--- src/rtl/id_ex_pipe_if.sv ---
// ID/EX stage bundle: decoded instruction from decode, the registered copy
// presented to execute, the pipeline control inputs and the hazard/bubble status.
interface id_ex_pipe_if #(
  parameter int XLEN   = 32,
  parameter int RA_W   = 5,
  parameter int CTRL_W = 10,
  parameter int CNT_W  = 16
);
  logic              in_valid;
  logic [XLEN-1:0]   in_pc;
  logic [XLEN-1:0]   in_data1;
  logic [XLEN-1:0]   in_data2;
  logic [XLEN-1:0]   in_imm;
  logic [RA_W-1:0]   in_rs1;
  logic [RA_W-1:0]   in_rs2;
  logic [RA_W-1:0]   in_rd;
  logic [CTRL_W-1:0] in_control;
  logic              ex_stall;
  logic              flush;

  logic              hazard_stall;
  logic              out_valid;
  logic [XLEN-1:0]   out_pc;
  logic [XLEN-1:0]   out_data1;
  logic [XLEN-1:0]   out_data2;
  logic [XLEN-1:0]   out_imm;
  logic [RA_W-1:0]   out_rs1;
  logic [RA_W-1:0]   out_rs2;
  logic [RA_W-1:0]   out_rd;
  logic [CTRL_W-1:0] out_control;
  logic              out_memtoreg;
  logic              out_branch;
  logic              out_memwrite;
  logic              out_memread;
  logic              out_alusrc;
  logic              out_regwrite;
  logic [3:0]        out_alu_control;
  logic [CNT_W-1:0]  bubble_count;

  // Decode/pipeline-control side: drives the instruction, observes the stage.
  modport master (
    output in_valid, in_pc, in_data1, in_data2, in_imm, in_rs1, in_rs2, in_rd,
           in_control, ex_stall, flush,
    input  hazard_stall, out_valid, out_pc, out_data1, out_data2, out_imm,
           out_rs1, out_rs2, out_rd, out_control, out_memtoreg, out_branch,
           out_memwrite, out_memread, out_alusrc, out_regwrite, out_alu_control,
           bubble_count
  );

  // Pipeline register side.
  modport slave (
    input  in_valid, in_pc, in_data1, in_data2, in_imm, in_rs1, in_rs2, in_rd,
           in_control, ex_stall, flush,
    output hazard_stall, out_valid, out_pc, out_data1, out_data2, out_imm,
           out_rs1, out_rs2, out_rd, out_control, out_memtoreg, out_branch,
           out_memwrite, out_memread, out_alusrc, out_regwrite, out_alu_control,
           bubble_count
  );
endinterface

--- src/rtl/id_ex_pipe.sv ---
// ID/EX pipeline register with stall hold, flush bubbling and load-use
// hazard detection. A hazard freezes the front end for one cycle while a
// bubble (valid=0, control=0) is pushed into execute; hazard bubbles are
// counted by a saturating counter.
module id_ex_pipe #(
  parameter int XLEN   = 32,
  parameter int RA_W   = 5,
  parameter int CTRL_W = 10,
  parameter int CNT_W  = 16
) (
  input logic         clk,
  input logic         rst,
  id_ex_pipe_if.slave bus
);

  logic              hazard;
  logic              valid_q;
  logic [CTRL_W-1:0] control_q;
  logic [CNT_W-1:0]  count_q;
  logic [XLEN-1:0]   pc_q;
  logic [XLEN-1:0]   data1_q;
  logic [XLEN-1:0]   data2_q;
  logic [XLEN-1:0]   imm_q;
  logic [RA_W-1:0]   rs1_q;
  logic [RA_W-1:0]   rs2_q;
  logic [RA_W-1:0]   rd_q;

  // Load-use check of the held instruction against the one in decode; rs2 is
  // compared unconditionally, trading an occasional spare bubble for simplicity.
  always_comb begin
    hazard = valid_q & control_q[3] & (rd_q != '0) & bus.in_valid &
             ((rd_q == bus.in_rs1) | (rd_q == bus.in_rs2));
  end

  // Payload fields load on every edge except a plain stall; their value in a
  // bubble is irrelevant because valid and control are cleared.
  always_ff @(posedge clk or posedge rst) begin
    if (rst) begin
      pc_q    <= '0;
      data1_q <= '0;
      data2_q <= '0;
      imm_q   <= '0;
      rs1_q   <= '0;
      rs2_q   <= '0;
      rd_q    <= '0;
    end else if (bus.flush || !bus.ex_stall) begin
      pc_q    <= bus.in_pc;
      data1_q <= bus.in_data1;
      data2_q <= bus.in_data2;
      imm_q   <= bus.in_imm;
      rs1_q   <= bus.in_rs1;
      rs2_q   <= bus.in_rs2;
      rd_q    <= bus.in_rd;
    end
  end

  // Valid/control/bubble counter: flush beats stall, stall beats hazard, and
  // only hazard bubbles advance the counter, which sticks at all-ones.
  always_ff @(posedge clk or posedge rst) begin
    if (rst) begin
      valid_q   <= 1'b0;
      control_q <= '0;
      count_q   <= '0;
    end else if (bus.flush) begin
      valid_q   <= 1'b0;
      control_q <= '0;
    end else if (!bus.ex_stall) begin
      if (hazard) begin
        valid_q   <= 1'b0;
        control_q <= '0;
        if (count_q != '1) begin
          count_q <= count_q + CNT_W'(1);
        end
      end else begin
        valid_q   <= bus.in_valid;
        control_q <= bus.in_valid ? bus.in_control : '0;
      end
    end
  end

  assign bus.hazard_stall    = hazard & ~bus.flush;
  assign bus.out_valid       = valid_q;
  assign bus.out_pc          = pc_q;
  assign bus.out_data1       = data1_q;
  assign bus.out_data2       = data2_q;
  assign bus.out_imm         = imm_q;
  assign bus.out_rs1         = rs1_q;
  assign bus.out_rs2         = rs2_q;
  assign bus.out_rd          = rd_q;
  assign bus.out_control     = control_q;
  assign bus.out_memtoreg    = control_q[0];
  assign bus.out_branch      = control_q[1];
  assign bus.out_memwrite    = control_q[2];
  assign bus.out_memread     = control_q[3];
  assign bus.out_alusrc      = control_q[4];
  assign bus.out_alu_control = control_q[8:5];
  assign bus.out_regwrite    = control_q[9];
  assign bus.bubble_count    = count_q;

endmodule

--- src/flat_wrapper.sv ---
// flat-port wrapper written by rule: the top's interface ports become plain ports
module id_ex_pipe_flat 
#(
  parameter int XLEN   = 32,
  parameter int RA_W   = 5,
  parameter int CTRL_W = 10,
  parameter int CNT_W  = 16
)
  (clk, rst, bus_in_valid, bus_in_pc, bus_in_data1, bus_in_data2, bus_in_imm, bus_in_rs1, bus_in_rs2, bus_in_rd, bus_in_control, bus_ex_stall, bus_flush, bus_hazard_stall, bus_out_valid, bus_out_pc, bus_out_data1, bus_out_data2, bus_out_imm, bus_out_rs1, bus_out_rs2, bus_out_rd, bus_out_control, bus_out_memtoreg, bus_out_branch, bus_out_memwrite, bus_out_memread, bus_out_alusrc, bus_out_regwrite, bus_out_alu_control, bus_bubble_count);
  id_ex_pipe_if #(.XLEN(XLEN), .RA_W(RA_W), .CTRL_W(CTRL_W), .CNT_W(CNT_W)) bus_i ();
  input logic clk;
  input logic rst;
  input wire logic [$bits(bus_i.in_valid)-1:0] bus_in_valid;
  input wire logic [$bits(bus_i.in_pc)-1:0] bus_in_pc;
  input wire logic [$bits(bus_i.in_data1)-1:0] bus_in_data1;
  input wire logic [$bits(bus_i.in_data2)-1:0] bus_in_data2;
  input wire logic [$bits(bus_i.in_imm)-1:0] bus_in_imm;
  input wire logic [$bits(bus_i.in_rs1)-1:0] bus_in_rs1;
  input wire logic [$bits(bus_i.in_rs2)-1:0] bus_in_rs2;
  input wire logic [$bits(bus_i.in_rd)-1:0] bus_in_rd;
  input wire logic [$bits(bus_i.in_control)-1:0] bus_in_control;
  input wire logic [$bits(bus_i.ex_stall)-1:0] bus_ex_stall;
  input wire logic [$bits(bus_i.flush)-1:0] bus_flush;
  output wire logic [$bits(bus_i.hazard_stall)-1:0] bus_hazard_stall;
  output wire logic [$bits(bus_i.out_valid)-1:0] bus_out_valid;
  output wire logic [$bits(bus_i.out_pc)-1:0] bus_out_pc;
  output wire logic [$bits(bus_i.out_data1)-1:0] bus_out_data1;
  output wire logic [$bits(bus_i.out_data2)-1:0] bus_out_data2;
  output wire logic [$bits(bus_i.out_imm)-1:0] bus_out_imm;
  output wire logic [$bits(bus_i.out_rs1)-1:0] bus_out_rs1;
  output wire logic [$bits(bus_i.out_rs2)-1:0] bus_out_rs2;
  output wire logic [$bits(bus_i.out_rd)-1:0] bus_out_rd;
  output wire logic [$bits(bus_i.out_control)-1:0] bus_out_control;
  output wire logic [$bits(bus_i.out_memtoreg)-1:0] bus_out_memtoreg;
  output wire logic [$bits(bus_i.out_branch)-1:0] bus_out_branch;
  output wire logic [$bits(bus_i.out_memwrite)-1:0] bus_out_memwrite;
  output wire logic [$bits(bus_i.out_memread)-1:0] bus_out_memread;
  output wire logic [$bits(bus_i.out_alusrc)-1:0] bus_out_alusrc;
  output wire logic [$bits(bus_i.out_regwrite)-1:0] bus_out_regwrite;
  output wire logic [$bits(bus_i.out_alu_control)-1:0] bus_out_alu_control;
  output wire logic [$bits(bus_i.bubble_count)-1:0] bus_bubble_count;
  assign bus_i.in_valid = bus_in_valid;
  assign bus_i.in_pc = bus_in_pc;
  assign bus_i.in_data1 = bus_in_data1;
  assign bus_i.in_data2 = bus_in_data2;
  assign bus_i.in_imm = bus_in_imm;
  assign bus_i.in_rs1 = bus_in_rs1;
  assign bus_i.in_rs2 = bus_in_rs2;
  assign bus_i.in_rd = bus_in_rd;
  assign bus_i.in_control = bus_in_control;
  assign bus_i.ex_stall = bus_ex_stall;
  assign bus_i.flush = bus_flush;
  assign bus_hazard_stall = bus_i.hazard_stall;
  assign bus_out_valid = bus_i.out_valid;
  assign bus_out_pc = bus_i.out_pc;
  assign bus_out_data1 = bus_i.out_data1;
  assign bus_out_data2 = bus_i.out_data2;
  assign bus_out_imm = bus_i.out_imm;
  assign bus_out_rs1 = bus_i.out_rs1;
  assign bus_out_rs2 = bus_i.out_rs2;
  assign bus_out_rd = bus_i.out_rd;
  assign bus_out_control = bus_i.out_control;
  assign bus_out_memtoreg = bus_i.out_memtoreg;
  assign bus_out_branch = bus_i.out_branch;
  assign bus_out_memwrite = bus_i.out_memwrite;
  assign bus_out_memread = bus_i.out_memread;
  assign bus_out_alusrc = bus_i.out_alusrc;
  assign bus_out_regwrite = bus_i.out_regwrite;
  assign bus_out_alu_control = bus_i.out_alu_control;
  assign bus_bubble_count = bus_i.bubble_count;
  id_ex_pipe #(.XLEN(XLEN), .RA_W(RA_W), .CTRL_W(CTRL_W), .CNT_W(CNT_W)) u_core (.clk(clk), .rst(rst), .bus(bus_i));
endmodule
--- config.mk ---
export PLATFORM = sky130hd
export DESIGN_NAME = id_ex_pipe_flat
export DESIGN_NICKNAME = d
export VERILOG_FILES = /design/src/rtl/id_ex_pipe_if.sv /design/src/rtl/id_ex_pipe.sv /design/src/flat_wrapper.sv
export SDC_FILE = /design/constraint.sdc
export NUM_CORES = 1
export LEC_CHECK = 0
export BUFFER_PORTS_ARGS = -buffer_cell sky130_fd_sc_hd__buf_2
export CAP_MARGIN = 20
export CORE_AREA = 4 4 171 107
export DETAILED_ROUTE_END_ITERATION = 7
export DIE_AREA = 0 0 175 111
export PLACE_DENSITY = 0.84
export SKIP_LAST_GASP = 1
export SLEW_MARGIN = 15
export SYNTH_ARGS = -nofsm -noshare
export SYNTH_HDL_FRONTEND = slang
export SYNTH_SLANG_ARGS = --single-unit
--- constraint.sdc ---
create_clock -name clk -period 5.7 [get_ports clk]
set_input_delay 1.425 -clock clk [delete_from_list [all_inputs] [get_ports clk]]
set_output_delay 1.425 -clock clk [all_outputs]
set_load 0.01 [all_outputs]
## Word level (Yosys, flattened, before mapping)

Cells that the tools add are included.

- Logic and storage cells: 34
- Bits in read-only memories: 0
- Memory bits (writable): 0
- Memories: 0
- Latch bits: 0
- Flip-flop bits (word level): 170

- Shifts and indexed selects: 0
- Divide/modulo/power cells: 0
- Reduce and logical (&&, ||, !) cells: 4
- Muxes and demuxes: 7
- Equality and inequality tests: 4
- Multipliers: 0
- Bitwise logic cells: 8
- Order comparisons: 0
- $add $sub $neg: 1

Operators by type and width:

| kind | number |
|---|---|
| 10-bit 2-to-1 mux | 4 |
| 16-bit by 1-bit adder with 16-bit output, second input constant | 1 |
| 16-bit != test, second input constant | 1 |
| 5-bit == test | 2 |
| 1-bit AND | 5 |
| 5-bit nonzero test | 1 |
| 4-bit AND reduction | 1 |
| 1-bit 2-to-1 mux | 3 |
| 2-bit by 1-bit != test with 1-bit output, second input constant | 1 |
| 1-bit inverter | 2 |
| 1-bit zero test | 1 |
| 1-bit logical OR | 1 |
| 1-bit bitwise OR | 1 |

## Logic depth before layout (Yosys ltp)

- Word-level depth: 7
- Gate-level depth with buffers: 7
- Mapped depth without buffers: 6

## Worst setup path before layout

OpenSTA, ideal clock, no wires.

- Kind: input -> output
- Start point: input bus_in_rs1[2]
- End point: output bus_hazard_stall
- Data arrival time: 2386 ps
- Slack: 1889 ps
- Stages on the path: 6
- Path buffers: 1
- Cells stage by stage: xnor2_1 nand3_1 o22ai_1 nand2_1 clkbuf_1 nor2_1

- Word-level cells in the longest chain between the ends: 4

Ends and longest elaborated chain:

| item | RTL line | source |
|---|---|---|
| start, declared | flat_wrapper.sv:18 | `input wire logic [$bits(bus_i.in_rs1)-1:0] bus_in_rs1;` |
| 5-bit == test | id_ex_pipe.sv:32 | `((rd_q == bus.in_rs1) \| (rd_q == bus.in_rs2));` |
| 1-bit bitwise OR | id_ex_pipe.sv:32 |  |
| 1-bit AND | id_ex_pipe.sv:31 | `hazard = valid_q & control_q[3] & (rd_q != '0) & bus.in_valid &` |
| 1-bit AND | id_ex_pipe.sv:81 | `assign bus.hazard_stall = hazard & ~bus.flush;` |
| end, declared | flat_wrapper.sv:24 | `output wire logic [$bits(bus_i.hazard_stall)-1:0] bus_hazard_stall;` |

No other way between the ends.

## Final worst setup path

- Start point: input bus_in_rs2[4]
- End point: output bus_hazard_stall

- Word-level cells in the longest chain between the ends: 4

Ends and longest elaborated chain:

| item | RTL line | source |
|---|---|---|
| start, declared | flat_wrapper.sv:19 | `input wire logic [$bits(bus_i.in_rs2)-1:0] bus_in_rs2;` |
| 5-bit == test | id_ex_pipe.sv:32 |  |
| 1-bit bitwise OR | id_ex_pipe.sv:32 |  |
| 1-bit AND | id_ex_pipe.sv:31 |  |
| 1-bit AND | id_ex_pipe.sv:81 |  |

No other way between the ends.

==> metrics.cfg <==
[detailed_routing]
drt_iter0_drc=225
ant_nets=0
via_per_inst=4.686
drc=0
routed_wl_mm=17.58
first_pass_iters=4
routed-via-count=4813
wl_per_cell_um=17.12

[clock_tree]
cts_buffers=17
clk_path_buf_depth=2
clkTransAtPathRegs_ps=70
hold_buffers=0
cts_setup_buffers=0
htree_levels=4
cts.repair.resized=0
clock-root-buffer=clkbuf_16
insertion_delay_ps=410
cts_tree=built
clock_sinks=170

[synth]
syn_area_per_cell_sq_um=14.90
synthXorXnorAreaFrac=0.03250
synth_top_cell_area_share=0.6315
syn_nets=611
syn-cell-area_sq_um=6736
synth_compound_area_frac=0.01244
synth_edf_count=0
synth-adder-area-share=0.001857
synthFlopType=dfrtp_1
synth_top_family_by_area=multiplexers
ys_ff_latch=170
synth_top_cell_by_area=dfrtp_1
ys_seq_area_frac=0.6315
synthCells=452
synth_warnings=0
postSynth.asyncResetShare=1.000
synth_cell_types=31
synth.area.top_cells=dfrtp_1 (63%), mux2_2 (24%), xnor2_1 (1.8%), xor2_1 (1.4%), nand4b_1 (1.2%)
synthSimpleGateAreaFrac=0.05293
synth_mux_area_frac=0.2413

[hold_path]
holdCritPathClass=reg -> reg

[critical_path]
cp_slowest_cell=o22ai_1
reg2regPathDepth=6
worst_ep_arrival_time_ps=2870
crit_top_cell=buf_2
crit_buf_inv=2
critPathLaunch=bus_in_rs2[4]
worstSetupPathDepth=7
worstSetupEndpoint=bus_hazard_stall
slowest_delay_ps=360
worstReg2RegStart=u_core.bus.out_rd[4]
critPathCaptureType=output port
reg2reg_to=u_core.bus.bubble_count[9]
cp_top_family=simple AND/OR/NAND/NOR gates
crit_path_cell_trace=buf_2 > xnor2_1 > nand3_1 > o22ai_1 > nand2_1 > nor2_1 > buf_2
regToRegSetupSlack_ps=3470
setup.worst_path.start_class=primary input
path_max_fanout=12
required_ps=4280
crit_type=in -> out

[finish]
stdcell_count=1027
drive_gt1_frac=0.6591
final_util=0.5476
syn_to_final_growth_pct=36.24
seq_area_sq_um=4254
fill_cells=1438
multi_input_area_sq_um=2305
fin_area_sq_um=9178
finalNetCount=939

[die]
die_h_um=111
fp.dieW_um=175
num_rows=37
start_util=0.4020
die_area_sq_um=19430
ios=339
core_area_sq_um=16760

[power]
p_clk_frac=0.394
p_int_mw=2.078
p_seq_frac=0.474
power_switching_mw=0.7560
pwr-share-comb=0.132
power_leakage_nw=4.553
netSwitchingFraction=0.2668
max-vdd-ir-drop_v=0.0001794
powerDensity_nw_per_um2=308.8
power_mw=2.834

[sta]
period_needed_ps=4295
finalHoldViolations=0
fmax_mhz=232.8
worst_hold_slack_ps=495.0
post-route-period-util=0.7535
slew-limit-headroom=0.3023
rsz0062_at_grt=false
clock_skew_ps=8.188
setup_viol=0
worst_pin_slew_ps=1047
fin_tns_setup_ps=0
maxSlewViolCount=0
fin_ws_ps=1405

[placed_design]
hpwl_mm=13.37
portBuffers=338
dp.cells=995
routabilityCongestion=0.8039
placed_area_sq_um=8606
preCtsSetupSlack_ps=1348

[global_routing]
grt_pass1_wl_mm=27.66
gr-usage-all-layers=0.1790
grt_antenna_before_repair=3
grt_start_max_net_pins=104
grt_pass1_vias=5073
gr-total-overflow=0

[job]
max_cap_viol_count=0

[run_status]
status=completed

state kept, by name, indices dropped and copies added, names as in the netlist:
register and cells:
u_core.bus.bubble_count 16, u_core.bus.out_data1 32, u_core.bus.out_data2 32, u_core.bus.out_pc 32, u_core.bus.out_rd 5, u_core.bus.out_valid 1
u_core.bus.out_rs1 5, u_core.bus.out_rs2 5, u_core.bus.out_control 10, u_core.bus.out_imm 32
cell usage after synthesis (3+ instances only):
cell type  count
a21oi_1       10
buf_2          7
buf_4         10
clkbuf_1      14
dfrtp_1      170
inv_1          3
mux2_2       143
nand2_1       17
nand3_1        8
nand4_1        3
nand4b_1       9
nor2_1        10
nor3_1         5
nor4_1         3
xnor2_1       14
xor2_1        11
power groups by stage:
| stage | Clock [mW] | Sequential [mW] | Combinational, mW |
|---|---|---|---|
| 2_1_floorplan | 0 | 1.41 | 0.150 |
| 3_5_place_dp | 0 | 1.37 | 0.382 |
| 5_1_grt | 1.21 | 1.36 | 0.406 |
| 6_report | 1.12 | 1.34 | 0.373 |
| 4_1_cts | 1.15 | 1.35 | 0.383 |
| 3_3_place_gp | 0 | 1.36 | 0.373 |
cell usage in the layout (no fill, tap or decap), types with 2 or more instances in the layout:
cell type and instances:
a21oi_1 10, buf_12 2, buf_2 338, clkbuf_16 17, clkinvlp_4 4, dfrtp_1 170, inv_1 2, inv_6 4
inv_8 5, mux2_2 143, nand2_1 17, nand3_1 8, nand4_1 3, nand4b_1 9, nor2_1 10, nor3_1 5
nor4_1 3, xnor2_1 14, xor2_1 11
cell families after synthesis:
group / count (synthesis)
AO/OA/AOI/OAI: 14
multiplexers: 144
flip-flops: 170
adder cells (fa/ha/maj): 1
buffers and inverters: 35
AND/OR/NAND/NOR: 63
XOR/XNOR: 25
area by class of cell:
cell class                 instances  area share
clock buffer                      18     0.04785
multi-input combinational        247      0.2511
clock inverter                    13     0.01418
inverter                           3    0.001636
tap                              234     0.03190
sequential                       170      0.4635
antenna                            1   0.0002727
timing repair buffer             341      0.1895
how the worst min path moves through the flow:
| stage | start | endpoint | slack (ps) | cells past startpoint |
|---|---|---|---|---|
| CTS | u_core.bus.bubble_count[4] | u_core.bus.bubble_count[4] | 490 | 1 |
| floorplan | u_core.bus.bubble_count[4] | u_core.bus.bubble_count[4] | 520 | 1 |
| detailed placement | u_core.bus.bubble_count[4] | u_core.bus.bubble_count[4] | 480 | 1 |
| global route | u_core.bus.bubble_count[4] | u_core.bus.bubble_count[4] | 510 | 1 |
| finish | u_core.bus.bubble_count[4] | u_core.bus.bubble_count[4] | 500 | 1 |
| global placement | u_core.bus.bubble_count[4] | u_core.bus.bubble_count[4] | 480 | 1 |
metal layers:
metal / wire length [um] / GRT usage / vias up
met1: 6993 / 0.2133 / 2360
met3: 1436 / 0.06987 / 24
li1: - / - / 2241
met5: 21 / 0 / -
met2: 8923 / 0.3064 / 184
met4: 210 / 0.04393 / 4
Note: power is estimated with default switching activity, not from simulation.
